### src/rtl/fetch_stage_pkg.sv
// Shared definitions for the instruction-fetch stage: word width, NOP
// encoding, fetch FSM states and the {pc, instruction} record.
package fetch_stage_pkg;

  localparam int WORD = 32;

  localparam logic [WORD-1:0] NOP              = '0;
  localparam logic [WORD-1:0] DEFAULT_RESET_PC = 32'h0000_0000;

  typedef enum logic [1:0] {
    S_REQ  = 2'd0,
    S_WAIT = 2'd1,
    S_DROP = 2'd2
  } fetch_state_e;

  typedef struct packed {
    logic [WORD-1:0] pc;
    logic [WORD-1:0] instr;
  } fetch_entry_t;

  function automatic logic [WORD-1:0] word_align(input logic [WORD-1:0] addr);
    return {addr[WORD-1:2], 2'b00};
  endfunction

endpackage

### src/rtl/fetch_stage_if.sv
// Instruction-memory port: valid/ready request channel, valid-only response.
interface fetch_stage_if;
  import fetch_stage_pkg::*;

  logic            imemReqValid;
  logic [WORD-1:0] imemReqAddr;
  logic            imemReqReady;
  logic            imemRespValid;
  logic [WORD-1:0] imemRespData;

  modport master (
    output imemReqValid, imemReqAddr,
    input  imemReqReady, imemRespValid, imemRespData
  );

  modport slave (
    input  imemReqValid, imemReqAddr,
    output imemReqReady, imemRespValid, imemRespData
  );
endinterface

### src/rtl/fetch_skid_buffer.sv
// One-entry {pc, instruction} holding register that catches a fetch
// response arriving while the IF/ID register is stalled and full.
module fetch_skid_buffer
  import fetch_stage_pkg::*;
(
  input  logic         clk,
  input  logic         reset,
  input  logic         i_clear,
  input  logic         i_load,
  input  logic         i_drain,
  input  fetch_entry_t i_entry,
  output logic         o_full,
  output fetch_entry_t o_entry
);

  logic         r_full;
  fetch_entry_t r_entry;

  // NOTE: sequential state is always written with non-blocking assignments so
  // every flop samples pre-edge values regardless of process ordering.
  always_ff @(posedge clk) begin
    if (reset)        r_full <= 1'b0;
    else if (i_clear) r_full <= 1'b0;
    else if (i_load)  r_full <= 1'b1;
    else if (i_drain) r_full <= 1'b0;
  end

  // NOTE: the payload is deliberately left out of reset; r_full qualifies it,
  // so resetting the data would only add reset fan-out for no behaviour.
  always_ff @(posedge clk) begin
    if (i_load) r_entry <= i_entry;
  end

  assign o_full  = r_full;
  assign o_entry = r_entry;

endmodule

### src/rtl/fetch_stage.sv
// MIPS IF stage: owns the fetch PC, issues one outstanding imem request at a
// time and fills the IF/ID register, honouring ID stalls and redirects.
module fetch_stage
  import fetch_stage_pkg::*;
#(
  parameter logic [WORD-1:0] RESET_PC = DEFAULT_RESET_PC
) (
  input  logic            clk,
  input  logic            reset,
  input  logic            redirect,
  input  logic [WORD-1:0] redirectPC,
  input  logic            stallIF,
  fetch_stage_if.master   imem,
  output logic            idValid,
  output logic [WORD-1:0] pc,
  output logic [WORD-1:0] instruction
);

  fetch_state_e    r_state;
  fetch_state_e    w_next_state;
  logic [WORD-1:0] r_fetch_pc;
  logic [WORD-1:0] r_req_pc;

  logic         w_handshake;
  logic         w_deliver;
  logic         w_skid_full;
  logic         w_skid_load;
  logic         w_skid_drain;
  fetch_entry_t w_skid_entry;

  assign w_handshake  = imem.imemReqValid && imem.imemReqReady;
  assign w_deliver    = (r_state == S_WAIT) && imem.imemRespValid && !redirect;
  // Only a stalled, occupied IF/ID pushes a response into the skid buffer.
  assign w_skid_load  = w_deliver && stallIF && idValid;
  assign w_skid_drain = !redirect && !stallIF && w_skid_full;

  fetch_skid_buffer u_skid (
    .clk     (clk),
    .reset   (reset),
    .i_clear (redirect),
    .i_load  (w_skid_load),
    .i_drain (w_skid_drain),
    .i_entry ('{pc: r_req_pc, instr: imem.imemRespData}),
    .o_full  (w_skid_full),
    .o_entry (w_skid_entry)
  );

  always_ff @(posedge clk) begin
    if (reset) r_state <= S_REQ;
    else       r_state <= w_next_state;
  end

  // NOTE: always_comb blocks assign a default first so no path can infer a latch.
  always_comb begin
    w_next_state = r_state;
    unique case (r_state)
      S_REQ:  if (w_handshake) w_next_state = redirect ? S_DROP : S_WAIT;
      S_WAIT: begin
        if (redirect)                w_next_state = imem.imemRespValid ? S_REQ : S_DROP;
        else if (imem.imemRespValid) w_next_state = S_REQ;
      end
      S_DROP: if (imem.imemRespValid) w_next_state = S_REQ;
      default: w_next_state = S_REQ;
    endcase
  end

  always_comb begin
    imem.imemReqValid = 1'b0;
    imem.imemReqAddr  = r_fetch_pc;
    if (r_state == S_REQ && !w_skid_full && !reset) imem.imemReqValid = 1'b1;
  end

  always_ff @(posedge clk) begin
    if (reset) begin
      r_fetch_pc  <= RESET_PC;
      r_req_pc    <= RESET_PC;
      idValid     <= 1'b0;
      pc          <= RESET_PC;
      instruction <= NOP;
    end else if (redirect) begin
      // A request accepted this cycle is for the old path; the FSM drops it.
      r_fetch_pc  <= word_align(redirectPC);
      idValid     <= 1'b0;
      instruction <= NOP;
    end else begin
      if (w_handshake) begin
        r_req_pc   <= r_fetch_pc;
        r_fetch_pc <= r_fetch_pc + WORD'(4);
      end
      if (w_skid_drain) begin
        idValid     <= 1'b1;
        pc          <= w_skid_entry.pc;
        instruction <= w_skid_entry.instr;
      end else if (w_deliver && (!stallIF || !idValid)) begin
        idValid     <= 1'b1;
        pc          <= r_req_pc;
        instruction <= imem.imemRespData;
      end else if (!stallIF) begin
        idValid     <= 1'b0;
        instruction <= NOP;
      end
    end
  end

  // Only one request may be outstanding, so a response in S_REQ is illegal.
  a_no_resp_in_req: assert property (@(posedge clk) disable iff (reset)
    !(r_state == S_REQ && imem.imemRespValid));

endmodule

### src/flat_wrapper.sv
// flat-port wrapper written by rule: the top's interface ports become plain ports
module fetch_stage_flat import fetch_stage_pkg::*;
#(
  parameter logic [WORD-1:0] RESET_PC = DEFAULT_RESET_PC
)
  (clk, reset, redirect, redirectPC, stallIF, idValid, pc, instruction, imem_imemReqValid, imem_imemReqAddr, imem_imemReqReady, imem_imemRespValid, imem_imemRespData);
  fetch_stage_if imem_i ();
  input  logic clk;
  input  logic reset;
  input  logic redirect;
  input  logic [WORD-1:0] redirectPC;
  input  logic stallIF;
  output logic idValid;
  output logic [WORD-1:0] pc;
  output logic [WORD-1:0] instruction;
  output wire logic [$bits(imem_i.imemReqValid)-1:0] imem_imemReqValid;
  output wire logic [$bits(imem_i.imemReqAddr)-1:0] imem_imemReqAddr;
  input wire logic [$bits(imem_i.imemReqReady)-1:0] imem_imemReqReady;
  input wire logic [$bits(imem_i.imemRespValid)-1:0] imem_imemRespValid;
  input wire logic [$bits(imem_i.imemRespData)-1:0] imem_imemRespData;
  assign imem_imemReqValid = imem_i.imemReqValid;
  assign imem_imemReqAddr = imem_i.imemReqAddr;
  assign imem_i.imemReqReady = imem_imemReqReady;
  assign imem_i.imemRespValid = imem_imemRespValid;
  assign imem_i.imemRespData = imem_imemRespData;
  fetch_stage #(.RESET_PC(RESET_PC)) u_core (.clk(clk), .reset(reset), .redirect(redirect), .redirectPC(redirectPC), .stallIF(stallIF), .imem(imem_i), .idValid(idValid), .pc(pc), .instruction(instruction));
endmodule
### config.mk
export PLATFORM = sky130hd
export DESIGN_NAME = fetch_stage_flat
export DESIGN_NICKNAME = d
export VERILOG_FILES = /design/src/rtl/fetch_stage_pkg.sv /design/src/rtl/fetch_stage_if.sv /design/src/rtl/fetch_skid_buffer.sv /design/src/rtl/fetch_stage.sv /design/src/flat_wrapper.sv
export SDC_FILE = /design/constraint.sdc
export NUM_CORES = 1
export LEC_CHECK = 0
export BUFFER_PORTS_ARGS = -buffer_cell sky130_fd_sc_hd__buf_2
export CAP_MARGIN = 20
export CORE_ASPECT_RATIO = 0.6
export CORE_MARGIN = 10
export CORE_UTILIZATION = 48
export DETAILED_ROUTE_END_ITERATION = 16
export PLACE_DENSITY = 0.75
export SYNTH_ARGS = -nofsm -noshare
export SYNTH_HDL_FRONTEND = slang
export SYNTH_SLANG_ARGS = --single-unit
### constraint.sdc
create_clock -name clk -period 3.9 [get_ports clk]
set_input_delay 0 -clock clk [delete_from_list [all_inputs] [get_ports clk]]
set_output_delay 0 -clock clk [all_outputs]
set_load 0.02 [all_outputs]
==> results by stage <==
Run status:
- The run finished with clean final reports.

Placement:
- In this run the tool buffered the top-level ports with 161 buffer cells.
- The total placed cells including tap cells is ~1,100.
- The HPWL after detailed placement is between 10,000 and 15,000 µm.
- The final weighted congestion in routability-driven placement is about 0.81.

Synth:
- Counting distinct cell types in the post-synthesis netlist gives 43.
- The biggest area consumer among synthesized cells is dfxtp_1.
- The cell area after synthesis is 7390 µm².
- Summed over its instances, the top area cell type makes up approximately a third of the synthesized netlist area.
- The sequential-to-total area share from yosys stat is around three fifths.
- Counting flops with an async set or reset pin after synthesis yields a share of 0%.
- In this run, synthesis produced a sequential element count of 188.
- In the synthesized netlist the dominant register cell turns out to be dfxtp_1.
- The Yosys warning count is 0.
- Sorting the synthesized cells by area gives the leading types as dfxtp_1 34%, edfxtp_1 25%, nand2_1 11%.
- After synthesis, the mean cell area works out to between 9 and 10 µm².
- After technology mapping, the gate count stands at 786.
- Yosys mapped a number of flops with a built-in enable equal to 62.

Clock network:
- The post-CTS setup buffer count is 0.
- The cell sitting at the root of the clock tree is a clkbuf_16.
- The total of cells resized after clock tree synthesis is 0.
- The count of H-tree levels built during CTS is 4.
- The later pin in the worst-skew pair is clocked with a latency of 0.42 ns.
- The clock tree from TritonCTS is done.
- The clock-pin transition on the worst setup and hold timing paths is about 0.070 ns.
- Clock tree synthesis found a total of 188 sinks.
- The number of hold buffers added after CTS is 64.
- The total CTS buffers is 17.
- The clock passes through at most 2 buffers.

Routing:
- The detail route stage leaves a number of antenna-violating nets equal to 0.
- In the final routed layout, each cell accounts on average for 18.1 µm.
- Detailed routing inserted a total of 6,589 vias.
- The number of DRC violations after detailed routing is 0.
- The routed wire length is 21,700 µm.
- The first TritonRoute pass finished after 5 iterations.
- The number of vias per cell after detailed routing is 5.49.
- For this block, the initial DRC count from the detailed router was 694.

Layout:
- The share of cells above drive strength 1 is 21.7%.
- The footprint of the flip-flops and latches is 4380 µm².
- Summing all multi-input logic gate instances after layout gives 2780 µm².
- At the end of the flow, the number of nets in the layout was 1,055.
- After filler insertion, the fill cell instance count of the layout stands at 1,293.
- The final instance count without filler cells is roughly 1,200.
- The area added between synthesis and finish is 29.6%.

Die:
- From bottom edge to top edge, the die measures 116 µm.
- In this run the standard cell core region covers around 15,000 µm².
- The area enclosed by the die boundary is between 20,000 and 25,000 µm².
- The number of core rows is 35.
- For this configuration, the core starts out at a cell density of 48.5%.
- Measured along the x axis, the die boundary spans 180 µm.
- The number of primary I/O pins is 168.

Worst setup path:
- STA puts the critical path data required time at 4.23 ns.
- The worst setup path category is reg -> reg.
- The worst register-to-register path has a depth of 5.
- The slack of the worst reg-to-reg path is 1.35 ns.
- The highest net fanout along the worst path is 10.
- The origin of the critical flop-to-flop path is u_core.imem.imemReqAddr[7]$_SDFFE_PP0P_.
- Traced cell by cell, the critical path runs through nand4_2 -> or4_4 -> or4_4 -> or3_1 -> a311oi_1.
- The arrival time at the worst endpoint is between 2 and 3 ns.
- The endpoint class of the critical path is a register.
- The sort of element at the start of the critical path is a register.
- The critical register-to-register path endpoint is u_core.imem.imemReqAddr[31]$_SDFFE_PP0P_.
- By instance count, the cell type seen most on the critical path is or4_4.
- The critical-path cell with the highest stage delay is or4_4.
- The largest stage delay on the critical path is 0.63 ns.

Power:
- The worst vdd rail ir drop is 0.231 mV.
- The areal power density over the cells is between 400 and 500 nW/µm².
- In this run the static leakage power is 3.57 nW.

Run:
- Across the run, the number of max-cap violations was 0.

STA:
- The shortest period the worst path allows is 2.55 ns.
- The final worst clock skew is approximately 0.015 ns.
- At the pin with the least slew margin, the transition time is 1.02 ns.
- The max-slew violation total from the final report is 0.
- Setup repair after global routing left no endpoint under its margin.
- The share of the clock period used by the worst path is 65.4%.
- Setup violations remaining at the end of the flow were counted as 0.
- The setup TNS is 0 ns.
- The final hold violation count is 0.
- The final hold slack is 0.0121 ns.
- For this run, the top clock speed supported by timing is 0.392 GHz.
- Headroom to the max-slew limit came out at 31.8%.

Global route:
- Summed over all layers, the global routing overflow is 0.
- Global routing used 20.2% of the available tracks across all layers.
- The pin count of the biggest net entering global routing is 95.
- The number of antenna violations at the first check in global routing is 0.
- The via count of the first global-routing pass came to between 6,000 and 7,000.
- The first global-routing pass estimated 34,200 µm of wire.

Hold path:
- The kind of path behind the tightest hold check is in -> reg.
- The cell count of the worst hold path is 3.
- The hold-critical path endpoint is u_core.imem.imemReqAddr[6]$_SDFFE_PP0P_.
- The worst hold path begins at redirect.
[state kept, by name, summed over array words and instances, names as in the netlist]
name / count
u_core.r_req_pc: 30
u_core.u_skid.o_entry: 62
u_core.idValid: 1
u_core.r_state: 2
u_core.instruction: 32
u_core.pc: 30
u_core.u_skid.o_full: 1
u_core.imem.imemReqAddr: 30
[kinds of logic after synthesis]
family	after synthesis	synth area share, %
other	1	0.0507
multiplexers	1	0.135
AND/OR/NAND/NOR	370	21.8
adder cells (fa/ha/maj)	1	0.169
flip-flops	188	59.3
AO/OA/AOI/OAI	139	12.5
buffers and inverters	66	3.66
XOR/XNOR	20	2.37
[worst max-delay path: cells and delay by family (launching register included)]
family,cells,cell delay (ns)
flops,1,0.49
simple gates,4,1.75
compound gates,1,0.24
[per-layer routing]
metal	share of wire, %	GRT usage (%)	routed length, µm	vias up
met3	8.4	5.75	1820	19
met1	47	28.2	10200	3131
met4	0.94	5.44	205	0
li1	-	-	-	3176
met2	44	30.2	9460	263
met5	0	0	0	-
[synthesized netlist by cell type, types with 10 or more instances]
library cell,count
xnor2_1,19
nand4_1,10
clkbuf_1,55
edfxtp_1,62
nor2_1,59
nand3_1,43
a31oi_1,35
nand2_1,209
dfxtp_1,126
a211oi_1,11
nor3_1,10
a311oi_1,37
a21oi_1,42
[report_power, final]
part | switching [W] | internal (W) | total [W]
Sequential | 0.0000413 | 0.00204 | 0.00208
Clock | 0.000794 | 0.000905 | 0.00170
Combinational | 0.000162 | 0.000122 | 0.000284
[cell type report]
cell class / instances / share of cell area (%)
antenna: 1 / 0.0261
clock buffer: 17 / 4.44
clock inverter: 15 / 1.66
inverter: 4 / 0.157
multi-input combinational: 535 / 29.0
sequential: 188 / 45.8
tap: 203 / 2.65
timing repair buffer: 238 / 16.3
[worst max-delay path by stage]
| stage | from | end | slack (ns) |
|---|---|---|---|
| floorplan | u_core.r_state[1]$_SDFFE_PP0P_ | u_core.u_skid.o_entry[0]$_DFFE_PP_ | 0.96 |
| global placement | u_core.imem.imemReqAddr[7]$_SDFFE_PP0P_ | u_core.imem.imemReqAddr[31]$_SDFFE_PP0P_ | 1.41 |
| detailed placement | u_core.imem.imemReqAddr[7]$_SDFFE_PP0P_ | u_core.imem.imemReqAddr[31]$_SDFFE_PP0P_ | 1.36 |
| CTS | u_core.imem.imemReqAddr[7]$_SDFFE_PP0P_ | u_core.imem.imemReqAddr[31]$_SDFFE_PP0P_ | 1.35 |
| global route | u_core.u_skid.o_full$_SDFFE_PP0P_ | u_core.imem.imemReqAddr[31]$_SDFFE_PP0P_ | 1.25 |
| finish | u_core.imem.imemReqAddr[7]$_SDFFE_PP0P_ | u_core.imem.imemReqAddr[31]$_SDFFE_PP0P_ | 1.35 |
[placed cells by master (no fill, tap or decap), types with 2 or more instances in the layout]
cell type      netlist  routed
nand2_1            209     208
buf_2                0     161
dfxtp_1            126     126
dlygate4sd3_1        0      64
edfxtp_1            62      62
nor2_1              59      58
nand3_1             43      43
a21oi_1             42      41
a311oi_1            37      37
a31oi_1             35      35
xnor2_1             19      19
clkbuf_16            0      17
buf_4                4      12
a211oi_1            11      11
nand4_1             10      10
nor3_1              10      10
or3_1                8       8
and2_1               7       7
o21ai_0              7       7
nor4_1               7       6
clkinv_4             0       5
inv_1                4       4
conb_1               1       4
inv_6                0       3
and3_1               2       2
o21bai_1             2       2
or2_2                2       2
or4_4                2       2
o22ai_1              2       2
or4_1                2       2
clkinvlp_4           0       2
inv_8                0       2
[stage by stage]
stage | utilization [%] | worst slack [ns] | cell area, µm² | total power, W
after CTS | 62.8 | 1.35 | 9580 | 0.00409
final | 62.8 | 1.35 | 9580 | 0.00407
after global routing | 62.8 | 1.25 | 9580 | 0.00419
after detailed placement | 54.8 | 1.36 | 8350 | 0.00236
after floorplan | - | 0.956 | 7410 | 0.00225
after global placement | 54.8 | 1.41 | 8350 | 0.00235
No activity file was read; power rests on OpenSTA's default activity.
